==> config.mk <==
export PLATFORM = sky130hd
export DESIGN_NAME = q3b_serial_tx_flat
export DESIGN_NICKNAME = d
export VERILOG_FILES = /design/src/rtl/q3b_pkg.sv /design/src/rtl/q3b_serial_tx_if.sv /design/src/rtl/q3b_det_model.sv /design/src/rtl/q3b_serial_tx.sv /design/src/flat_wrapper.sv
export SDC_FILE = /design/constraint.sdc
export NUM_CORES = 1
export LEC_CHECK = 0
export BUFFER_PORTS_ARGS = -buffer_cell sky130_fd_sc_hd__clkbuf_2
export CAP_MARGIN = 15
export CORE_MARGIN = 4
export CORE_UTILIZATION = 55
export CTS_CLUSTER_DIAMETER = 120
export DETAILED_ROUTE_END_ITERATION = 10
export PLACE_DENSITY_LB_ADDON = 0.2
export SETUP_SLACK_MARGIN = 0.05
export SLEW_MARGIN = 20
export SYNTH_ARGS = -nofsm -noshare
export SYNTH_HDL_FRONTEND = slang
export SYNTH_SLANG_ARGS = --single-unit
==> constraint.sdc <==
create_clock -name clk -period 2.6 [get_ports clk]
set_input_delay 0.26 -clock clk [delete_from_list [all_inputs] [get_ports clk]]
set_output_delay 0.26 -clock clk [all_outputs]
set_load 0.02 [all_outputs]
==> src/rtl/q3b_pkg.sv <==
// Shared types for the q3b serial transmitter and its downstream detector mirror.
package q3b_pkg;

  typedef enum logic [2:0] {TxIdle, TxStart, TxData, TxParity, TxStop} tx_state_t;
  typedef enum logic [2:0] {DetA, DetB, DetC, DetD, DetE} det_state_t;

  localparam logic StartBit = 1'b1;
  localparam logic StopBit  = 1'b0;

  function automatic det_state_t det_next(det_state_t s, logic x);
    det_state_t n;
    case (s)
      DetA:    n = x ? DetB : DetA;
      DetB:    n = x ? DetE : DetB;
      DetC:    n = x ? DetB : DetC;
      DetD:    n = x ? DetC : DetB;
      DetE:    n = x ? DetE : DetD;
      default: n = DetA;
    endcase
    return n;
  endfunction

endpackage

==> src/rtl/q3b_serial_tx_if.sv <==
// Upstream valid/ready word channel into the q3b serial transmitter.
interface q3b_serial_tx_if #(
  parameter int unsigned DATA_W = 8
) ();
  logic              in_valid;
  logic [DATA_W-1:0] in_data;
  logic              in_ready;

  modport master (output in_valid, output in_data, input in_ready);
  modport slave  (input in_valid, input in_data, output in_ready);
endinterface

==> src/rtl/q3b_det_model.sv <==
// Cycle-exact mirror of the downstream 5-state Moore detector; z high in D/E.
module q3b_det_model
  import q3b_pkg::*;
(
  input  logic clk,
  input  logic reset,
  input  logic x_i,
  output logic z_o
);

  det_state_t st_q, st_d;
  logic       z_q;

  always_comb st_d = det_next(st_q, x_i);

  // z is registered from the next state so it tracks the detector's own Moore output.
  always_ff @(posedge clk) begin
    if (reset) begin
      st_q <= DetA;
      z_q  <= 1'b0;
    end else begin
      st_q <= st_d;
      z_q  <= (st_d == DetD) || (st_d == DetE);
    end
  end

  assign z_o = z_q;

endmodule

==> src/rtl/q3b_serial_tx.sv <==
// Serial frame transmitter: start, DATA_W bits LSB first, optional even parity
// (Q3B_SERIAL_TX_PARITY_EN), stop; plus a mirror of the downstream detector.
module q3b_serial_tx
  import q3b_pkg::*;
#(
  parameter int unsigned DATA_W = 8
) (
  input  logic                  clk,
  input  logic                  reset,
  q3b_serial_tx_if.slave        in_if,
  output logic                  x_o,
  output logic                  busy_o,
  output logic                  done_o,
  output logic                  z_pred_o
);

  localparam int unsigned    CntW    = $clog2(DATA_W + 1);
  localparam logic [CntW-1:0] CntLast = CntW'(DATA_W - 1);

  tx_state_t         state_q;
  logic [DATA_W-1:0] shift_q, shift_nx;
  logic [CntW-1:0]   cnt_q;
  logic              x_q, done_q, hs;
`ifdef Q3B_SERIAL_TX_PARITY_EN
  logic              par_q;
`endif

  assign in_if.in_ready = (state_q == TxIdle) || (state_q == TxStop);
  assign hs             = in_if.in_valid && in_if.in_ready;
  assign shift_nx       = shift_q >> 1;

  // x_q holds the line value for the cycle that follows each edge.
  always_ff @(posedge clk) begin
    if (reset) begin
      state_q <= TxIdle;
      shift_q <= '0;
      cnt_q   <= '0;
      x_q     <= 1'b0;
      done_q  <= 1'b0;
`ifdef Q3B_SERIAL_TX_PARITY_EN
      par_q   <= 1'b0;
`endif
    end else begin
      done_q <= 1'b0;
      case (state_q)
        TxIdle, TxStop: begin
          done_q  <= (state_q == TxStop);
          state_q <= TxIdle;
          x_q     <= StopBit;
          if (hs) begin
            shift_q <= in_if.in_data;
`ifdef Q3B_SERIAL_TX_PARITY_EN
            par_q   <= ^in_if.in_data;
`endif
            state_q <= TxStart;
            x_q     <= StartBit;
          end
        end
        TxStart: begin
          state_q <= TxData;
          cnt_q   <= '0;
          x_q     <= shift_q[0];
        end
        TxData: begin
          if (cnt_q == CntLast) begin
`ifdef Q3B_SERIAL_TX_PARITY_EN
            state_q <= TxParity;
            x_q     <= par_q;
`else
            state_q <= TxStop;
            x_q     <= StopBit;
`endif
          end else begin
            cnt_q   <= cnt_q + 1'b1;
            shift_q <= shift_nx;
            x_q     <= shift_nx[0];
          end
        end
        TxParity: begin
          state_q <= TxStop;
          x_q     <= StopBit;
        end
        default: begin
          state_q <= TxIdle;
          x_q     <= StopBit;
        end
      endcase
    end
  end

  q3b_det_model u_det (
    .clk   (clk),
    .reset (reset),
    .x_i   (x_q),
    .z_o   (z_pred_o)
  );

  assign x_o    = x_q;
  assign busy_o = (state_q != TxIdle);
  assign done_o = done_q;

endmodule

==> src/flat_wrapper.sv <==
// flat-port wrapper written by rule: the top's interface ports become plain ports
module q3b_serial_tx_flat import q3b_pkg::*;
#(
  parameter int unsigned DATA_W = 8
)
  (clk, reset, x_o, busy_o, done_o, z_pred_o, in_if_in_valid, in_if_in_data, in_if_in_ready);
  q3b_serial_tx_if #(.DATA_W(DATA_W)) in_if_i ();
  input  logic clk;
  input  logic reset;
  output logic x_o;
  output logic busy_o;
  output logic done_o;
  output logic z_pred_o;
  input wire logic [$bits(in_if_i.in_valid)-1:0] in_if_in_valid;
  input wire logic [$bits(in_if_i.in_data)-1:0] in_if_in_data;
  output wire logic [$bits(in_if_i.in_ready)-1:0] in_if_in_ready;
  assign in_if_i.in_valid = in_if_in_valid;
  assign in_if_i.in_data = in_if_in_data;
  assign in_if_in_ready = in_if_i.in_ready;
  q3b_serial_tx #(.DATA_W(DATA_W)) u_core (.clk(clk), .reset(reset), .in_if(in_if_i), .x_o(x_o), .busy_o(busy_o), .done_o(done_o), .z_pred_o(z_pred_o));
endmodule
==> flow_summary_export.csv, run 1 <==
group,metric,value,unit
run_status,status,"finished, final reports clean",
power,netSwitchingPower,180,µW
grt,grt_max_degree,21,
synthesis,synth_area,1010,µm²
worst_setup_path,slowest_stage,"dfxtp_1",
placement,gp_congestion,0.774,
sta,skew,0.00475,ns
clock_tree,ctsHtreeMaxLevel,1,
route,drcViolationCount,0,
sta,period_share,71.2,%
sta,tns,0,ns
synthesis,yosysTopAreaCell,"dfxtp_1",
route,vias,919,
synthesis,avgSynthCellArea,8.74,µm²
worst_hold_path,hp-class,"in2reg",
synthesis,synth.area.mux_share,0,%
grt,overflow,0,
grt,grtUsageMet2,30.3,%
die,fp.dieH,50.9,µm
grt,met3_usage,7.00,%
die,die_x,50.9,µm
worst_setup_path,setup.worst_path.class,"reg2reg",
power,max-vdd-ir-drop,0.000373,V
clock_tree,ctsHoldBuffers,0,
route,drt_wl_total,2120,µm
sta,drv_slew,0,
cells_and_area,num_antenna_cells,0,
worst_setup_path,path_max_fanout,14,
synthesis,ys_warn_count,0,
grt,antenna_found_initial,0,
clock_tree,cts_resized,0,
power,comb_power_share,17.0,%
clock_tree,cts_buffer_depth,2,
grt,grt_pass1_wl,3730,µm
synthesis,synth_xor_area_share,0.864,%
sta,tightest_slew,0.701,ns
route,drtIter0Drc,16,
synthesis,synth-seq-area-share,41.5,%
grt,grt_use_met1,23.6,%
route,vias_per_cell,6.01,
synthesis,synth_top_cell_area_share,41.5,%
clock_tree,cts_root_buf,"clkbuf_4",
placement,port_buffers,15,
power,power_frac_seq,58.3,%
synthesis,syn_inst,116,
grt,grtUsageTotal,18.7,%
power,sw_frac_of_total,28.5,%
worst_setup_path,required,2.77,ns
clock_tree,cts_tree,"done",
worst_setup_path,cp-start-kind,"register",
cells_and_area,layout.nets,141,
sta,hold_violations,0,
placement,placed_cell_area,1080,µm²
sta,rsz0062_at_grt,"false",
route,routedWlPerCell,13.8,µm
power,totalPowerFinal,631,µW
synthesis,synth_top_family_by_area,"compound AO/OA/AOI/OAI gates",
clock_tree,cts_setup_buffers,0,
cells_and_area,final_area,1110,µm²
power,p_per_area,571,nW/µm²
power,p_int,451,µW
die,die_area,2590,µm²
clock_tree,cts_inserted_buffers,3,
cells_and_area,instances_no_fill,153,
sta,fin_crit,1.85,ns
synthesis,postSynthRegisterBits,21,
cells_and_area,area_growth,9.14,%
synthesis,synth-compound-area-share,26.0,%
grt,grt.busiest_layer,"met2",
clock_tree,clk_latency,0.30,ns
synthesis,synth-simple-area-share,26.0,%
worst_setup_path,cp-end-kind,"register",
worst_setup_path,critical_path.max_stage_delay,0.56,ns
sta,relSlewSlack,53.2,%
sta,fmax,0.540,GHz
synthesis,synth_cell_types,35,
die,num_rows,15,
die,coreArea,1750,µm²
job,maxCapViolCount,0,
clock_tree,cts_sinks,21,
die,start_util,58.1,%
placement,placed_cells,149,
power,clkPwrFrac,24.8,%
route,dr.pass1.iters,4,
route,ant_nets,0,
synthesis,yosys.area_share.adder,1.23,%
clock_tree,clk_pin_slew,0.11,ns
worst_setup_path,crit_chain,"or3b_4 -> o21ai_1 -> a311oi_1",
worst_setup_path,cp_data_arrival_time,2.02,ns
placement,dp_hpwl,1450,µm
synthesis,synth_area_leaders,"dfxtp_1, a211oi_1, nand2_1",
die,io_pins,16,
sta,setup_viol,0,
cells_and_area,drive_gt1_share,18.0,%
grt,grt_pass1_vias,854,
power,power_leakage,0.000434,µW
synthesis,syn-num-nets,128,
[placed cells by master (no fill, tap or decap), drive strengths merged, types with 2 or more instances in the layout]
cell type,count
nand2b,3
nor3b,3
nand2,18
nand3b,2
a211oi,9
a21oi,9
or3b,3
nor2,8
clkbuf,19
dfxtp,21
o21ai,3
a311oi,7
nor2b,2
nand3,4
o211ai,4
[layer usage]
metal	share of wire [%]	wire length, µm	vias to the layer above
li1	-	-	457
met1	47	1000	440
met2	47	985	20
met3	5.4	114	2
met4	0.57	12	0
met5	0	0	-
[worst max-delay path, delay by kind of cell (launching register included)]
| family | cells | cell delay, ns |
|---|---|---|
| flops | 1 | 0.56 |
| simple gates | 1 | 0.52 |
| compound gates | 2 | 0.64 |
[through the flow]
stage	setup WS [ns]	utilization (%)	hold WS (ns)
after floorplan	1.18	-	0.400
after global placement	0.872	61.9	0.470
after detailed placement	0.787	61.9	0.482
after CTS	0.781	63.4	0.166
after global routing	0.602	63.4	0.162
final	0.749	63.4	0.165
[synth_stat cells]
master     n
a2111o_1   1
o21ai_0    2
nor2b_1    2
ha_1       1
buf_2      2
nor2_1     8
or3_1      1
buf_6      1
nand2_1   18
and3b_1    1
xor2_1     1
nor3b_1    1
o211ai_1   4
clkbuf_1   3
and2_1     1
inv_1      1
nor3_1     1
nor4_1     1
a21oi_1    9
a32oi_1    1
o21ai_1    1
nand2b_1   3
o21bai_1   1
dfxtp_1   21
nor3b_4    1
nand3_1    4
nor3b_2    1
o211a_1    1
a21o_1     1
a311oi_1   7
nand3b_1   2
or3b_4     1
or3b_2     2
buf_4      1
a211oi_1   9
[area by class of cell]
class	count	area (µm²)
Clock buffer	4	26.3
Sequential cell	21	420
Multi-Input combinational cell	87	549
Fill cell	164	639
Timing Repair Buffer	15	75.1
Inverter	1	3.75
Tap cell	25	31.3
[worst paths after layout]
check,startpoint,to,slack (ns),cells after the start
max,u_core.state_q[1],u_core.shift_q[5],0.75,3
max reg2reg,u_core.state_q[1],u_core.shift_q[5],0.75,3
min,in_if_in_data[7],u_core.shift_q[7],0.17,3
min reg2reg,u_core.shift_q[3],u_core.shift_q[2],0.50,2
[registers in the layout, indices dropped and copies added, names as in the netlist]
| name | cells |
|---|---|
| u_core.u_det.st_q | 3 |
| u_core.x_o | 1 |
| u_core.shift_q | 8 |
| u_core.done_o | 1 |
| u_core.cnt_q | 4 |
| u_core.u_det.z_o | 1 |
| u_core.state_q | 3 |
[power by group through the flow]
stage | combinational, µW | clock, µW | sequential, µW
2_1_floorplan | 87.0 | 0 | 368
3_3_place_gp | 104 | 0 | 373
3_5_place_dp | 107 | 0 | 374
4_1_cts | 108 | 160 | 367
5_1_grt | 121 | 176 | 371
6_report | 107 | 156 | 368
[cells by family (layout without fill, tap and decap cells)]
logic type      Yosys count  count (layout)
fa+ha+maj                 1               1
xor+xnor                  1               1
buf+inv                   8              20
compound gates           37              37
simple gates             48              48
flops                    21              21
(Power assumes the default switching activity.)
==> run 2, diff against run 1 <==
--- a/config.mk
+++ b/config.mk
@@ -5,10 +5,11 @@
 export SDC_FILE = /design/constraint.sdc
 export NUM_CORES = 1
 export LEC_CHECK = 0
+export ABC_AREA = 1
 export BUFFER_PORTS_ARGS = -buffer_cell sky130_fd_sc_hd__clkbuf_2
 export CAP_MARGIN = 15
 export CORE_MARGIN = 4
-export CORE_UTILIZATION = 55
+export CORE_UTILIZATION = 54
 export CTS_CLUSTER_DIAMETER = 120
 export DETAILED_ROUTE_END_ITERATION = 10
 export PLACE_DENSITY_LB_ADDON = 0.2
==> constraint.sdc (replaced) <==
create_clock -name clk -period 1.9 [get_ports clk]
set_input_delay 0.19 -clock clk [delete_from_list [all_inputs] [get_ports clk]]
set_output_delay 0.19 -clock clk [all_outputs]
set_load 0.02 [all_outputs]
==> run 2 against run 1 <==
Compared with the run above:
- clock power is 35% higher
- fmax is 26% higher
- count of clock-buffer cells in the layout stayed put
- first-iteration DRC count is 19% higher
==> flow_summary_export.csv, run 2 <==
group,metric,value,unit
worst_setup_path,crit_family,"simple AND/OR/NAND/NOR gates",
worst_setup_path,r2r-end,"u_core.cnt_q[3]",
grt,grt_max_degree,13,
synthesis,synth-edff-count,0,
worst_setup_path,setup.worst_path.class,"reg2reg",
grt,overflow,0,
synthesis,synth_area_leaders,"dfxtp_1, nand2_1, nor2_1",
synthesis,ys_warn_count,0,
synthesis,synth_top_cell_area_share,41.8,%
worst_setup_path,crit_chain,"nand3_1 -> nor2_1 -> nand3_1 -> a21oi_1",
cells_and_area,final_util,63.9,%
route,drt_wl_total,2000,µm
sta,hold_violations,0,
grt,grt_pass1_vias,859,
die,die_area,2610,µm²
cells_and_area,final_common_cell,"nand2_1",
clock_tree,cts_sinks,21,
placement,dp_hpwl,1490,µm
worst_setup_path,slowest_stage,"dfxtp_1",
worst_setup_path,critPathBufInv,0,
sta,setup_viol,0,
placement,gp_congestion,0.777,
sta,tightest_slew,0.437,ns
run_status,status,"finished, final reports clean",
worst_setup_path,r2r_cells,4,
cells_and_area,regMostFlops,"u_core.shift_q",
cells_and_area,layout.nets,178,
job,maxCapViolCount,0,
placement,port_buffers,15,
worst_setup_path,crit_top_cell,"nand3_1",
sta,holdWs,0.183,ns
sta,fmax,0.681,GHz
route,vias_per_cell,4.98,
clock_tree,clk_latency,0.30,ns
synthesis,ys.flop_type,"dfxtp_1",
clock_tree,cts_resized,0,
sta,skew,0.00855,ns
sta,relSlewSlack,70.8,%
grt,grt_pass1_wl,3470,µm
worst_setup_path,required,2.14,ns
synthesis,synth_area,1000,µm²
synthesis,synth_most_common_cell,"nand2_1",
grt,grtUsageTotal,17.7,%
cells_and_area,multi_input_area,498,µm²
cells_and_area,num-fill-cells,158,
worst_hold_path,hold_path.startpoint,"reset",
clock_tree,cts_setup_buffers,0,
cells_and_area,largest_reg_flops,8,
placement,pre_cts_slack,0.448,ns
grt,antenna_found_initial,0,
die,coreArea,1750,µm²
clock_tree,cts_root_buf,"clkbuf_4",
die,start_util,57.6,%
cells_and_area,final_cell_mix,"nand2_1, nor2_1, dfxtp_1, nand3_1, inv_1",
worst_hold_path,whs_path_depth,2,
clock_tree,clk_pin_slew,0.11,ns
cells_and_area,top_regs,"u_core.shift_q x8, u_core.cnt_q x4",
power,max-vdd-ir-drop,0.000511,V
route,dr.pass1.iters,4,
synthesis,async_flop_share,0,%
clock_tree,ctsHoldBuffers,0,
sta,layout_setup_ws,0.431,ns
placement,placed_cell_area,1090,µm²
sta,rsz0062_at_grt,"false",
worst_setup_path,cp-end-kind,"register",
power,power_leakage,0.000564,µW
synthesis,yosysTopAreaCell,"dfxtp_1",
clock_tree,cts_tree,"done",
power,p_per_area,790,nW/µm²
synthesis,syn-num-nets,162,
worst_setup_path,cp_data_arrival_time,1.70,ns
synthesis,synth-seq-area-share,41.8,%
cells_and_area,area_growth,11.0,%
worst_setup_path,timing.rr.start,"u_core.state_q[1]",
route,drcViolationCount,0,
worst_setup_path,critical_path.max_stage_delay,0.43,ns
worst_setup_path,cp-start-kind,"register",
synthesis,netlist_top_cells_count,"nand2_1, nor2_1, dfxtp_1",
clock_tree,cts_inserted_buffers,3,
worst_hold_path,hp-class,"in2reg",
synthesis,synth_cell_types,23,
route,vias,947,
synthesis,syn_inst,150,
clock_tree,cts_buffer_depth,2,
route,drtIter0Drc,19,
cells_and_area,num_antenna_cells,0,
cells_and_area,final-seq-area,420,µm²
synthesis,avgSynthCellArea,6.70,µm²
clock_tree,ctsHtreeMaxLevel,1,
die,fp.dieH,51.1,µm
sta,period_share,77.3,%
route,routedWlPerCell,10.5,µm
sta,fin_crit,1.47,ns
worst_setup_path,reg2reg_slack,0.43,ns
die,num_rows,15,
worst_hold_path,whs_endpoint,"u_core.cnt_q[1]",
cells_and_area,drive_gt1_share,15.2,%
die,die_x,51.1,µm
die,io_pins,16,
sta,drv_slew,0,
worst_setup_path,path_max_fanout,12,
synthesis,postSynthRegisterBits,21,
sta,tns,0,ns
cells_and_area,final_area,1110,µm²
route,ant_nets,0,
==> run 2: worst max-delay path by stage <==
stage	from	endpoint	slack, ns	cells past startpoint
after global routing	u_core.state_q[2]	u_core.cnt_q[3]	0.31	5
after floorplan	u_core.cnt_q[0]	u_core.cnt_q[0]	0.64	6
final	u_core.state_q[1]	u_core.cnt_q[3]	0.43	4
after detailed placement	u_core.cnt_q[0]	u_core.cnt_q[0]	0.45	6
after CTS	u_core.state_q[0]	u_core.cnt_q[3]	0.42	5
after global placement	u_core.cnt_q[0]	u_core.cnt_q[0]	0.51	6
==> run 2: layout make-up <==
class | count | share of cell area [%]
multi-input cells | 108 | 44.7
clock buffers | 4 | 2.36
repair buffers | 15 | 6.73
flip-flops and latches | 21 | 37.7
inverters | 17 | 5.72
well taps | 25 | 2.81
==> run 2: kinds of logic (layout without fill, tap and decap cells) <==
group / count (synthesis) / after routing / share of synthesized area, %
xor+xnor: 1 / 1 / 0.872
compound gates: 9 / 9 / 4.98
flops: 21 / 21 / 41.8
simple gates: 97 / 97 / 42.5
buf+inv: 21 / 36 / 8.59
fa+ha+maj: 1 / 1 / 1.25
==> run 2: power by group <==
group | switching, µW | internal, µW
clock | 129 | 81.9
combinational | 110 | 64.1
sequential | 22.6 | 474
==> run 2: metrics by stage <==
stage | power, µW | cells
3_3_place_gp | 675 | 186
5_1_grt | 940 | 190
3_5_place_dp | 681 | 186
4_1_cts | 889 | 190
6_report | 881 | 190
2_1_floorplan | 639 | 150
==> run 2: worst register-to-register path, delay by kind of cell, from the launching register on <==
family | cells | cell delay, ns
simple gates | 3 | 0.84
flops | 1 | 0.43
compound gates | 1 | 0.13
==> run 2: routing by layer <==
metal  part of all wire [%]  vias to the layer above  track usage, %
met2                     49                       23            32.2
met1                     44                      420            19.6
met4                    1.9                        0            8.07
li1                       -                      499               -
met3                    4.5                        5            3.50
met5                      0                        -               0
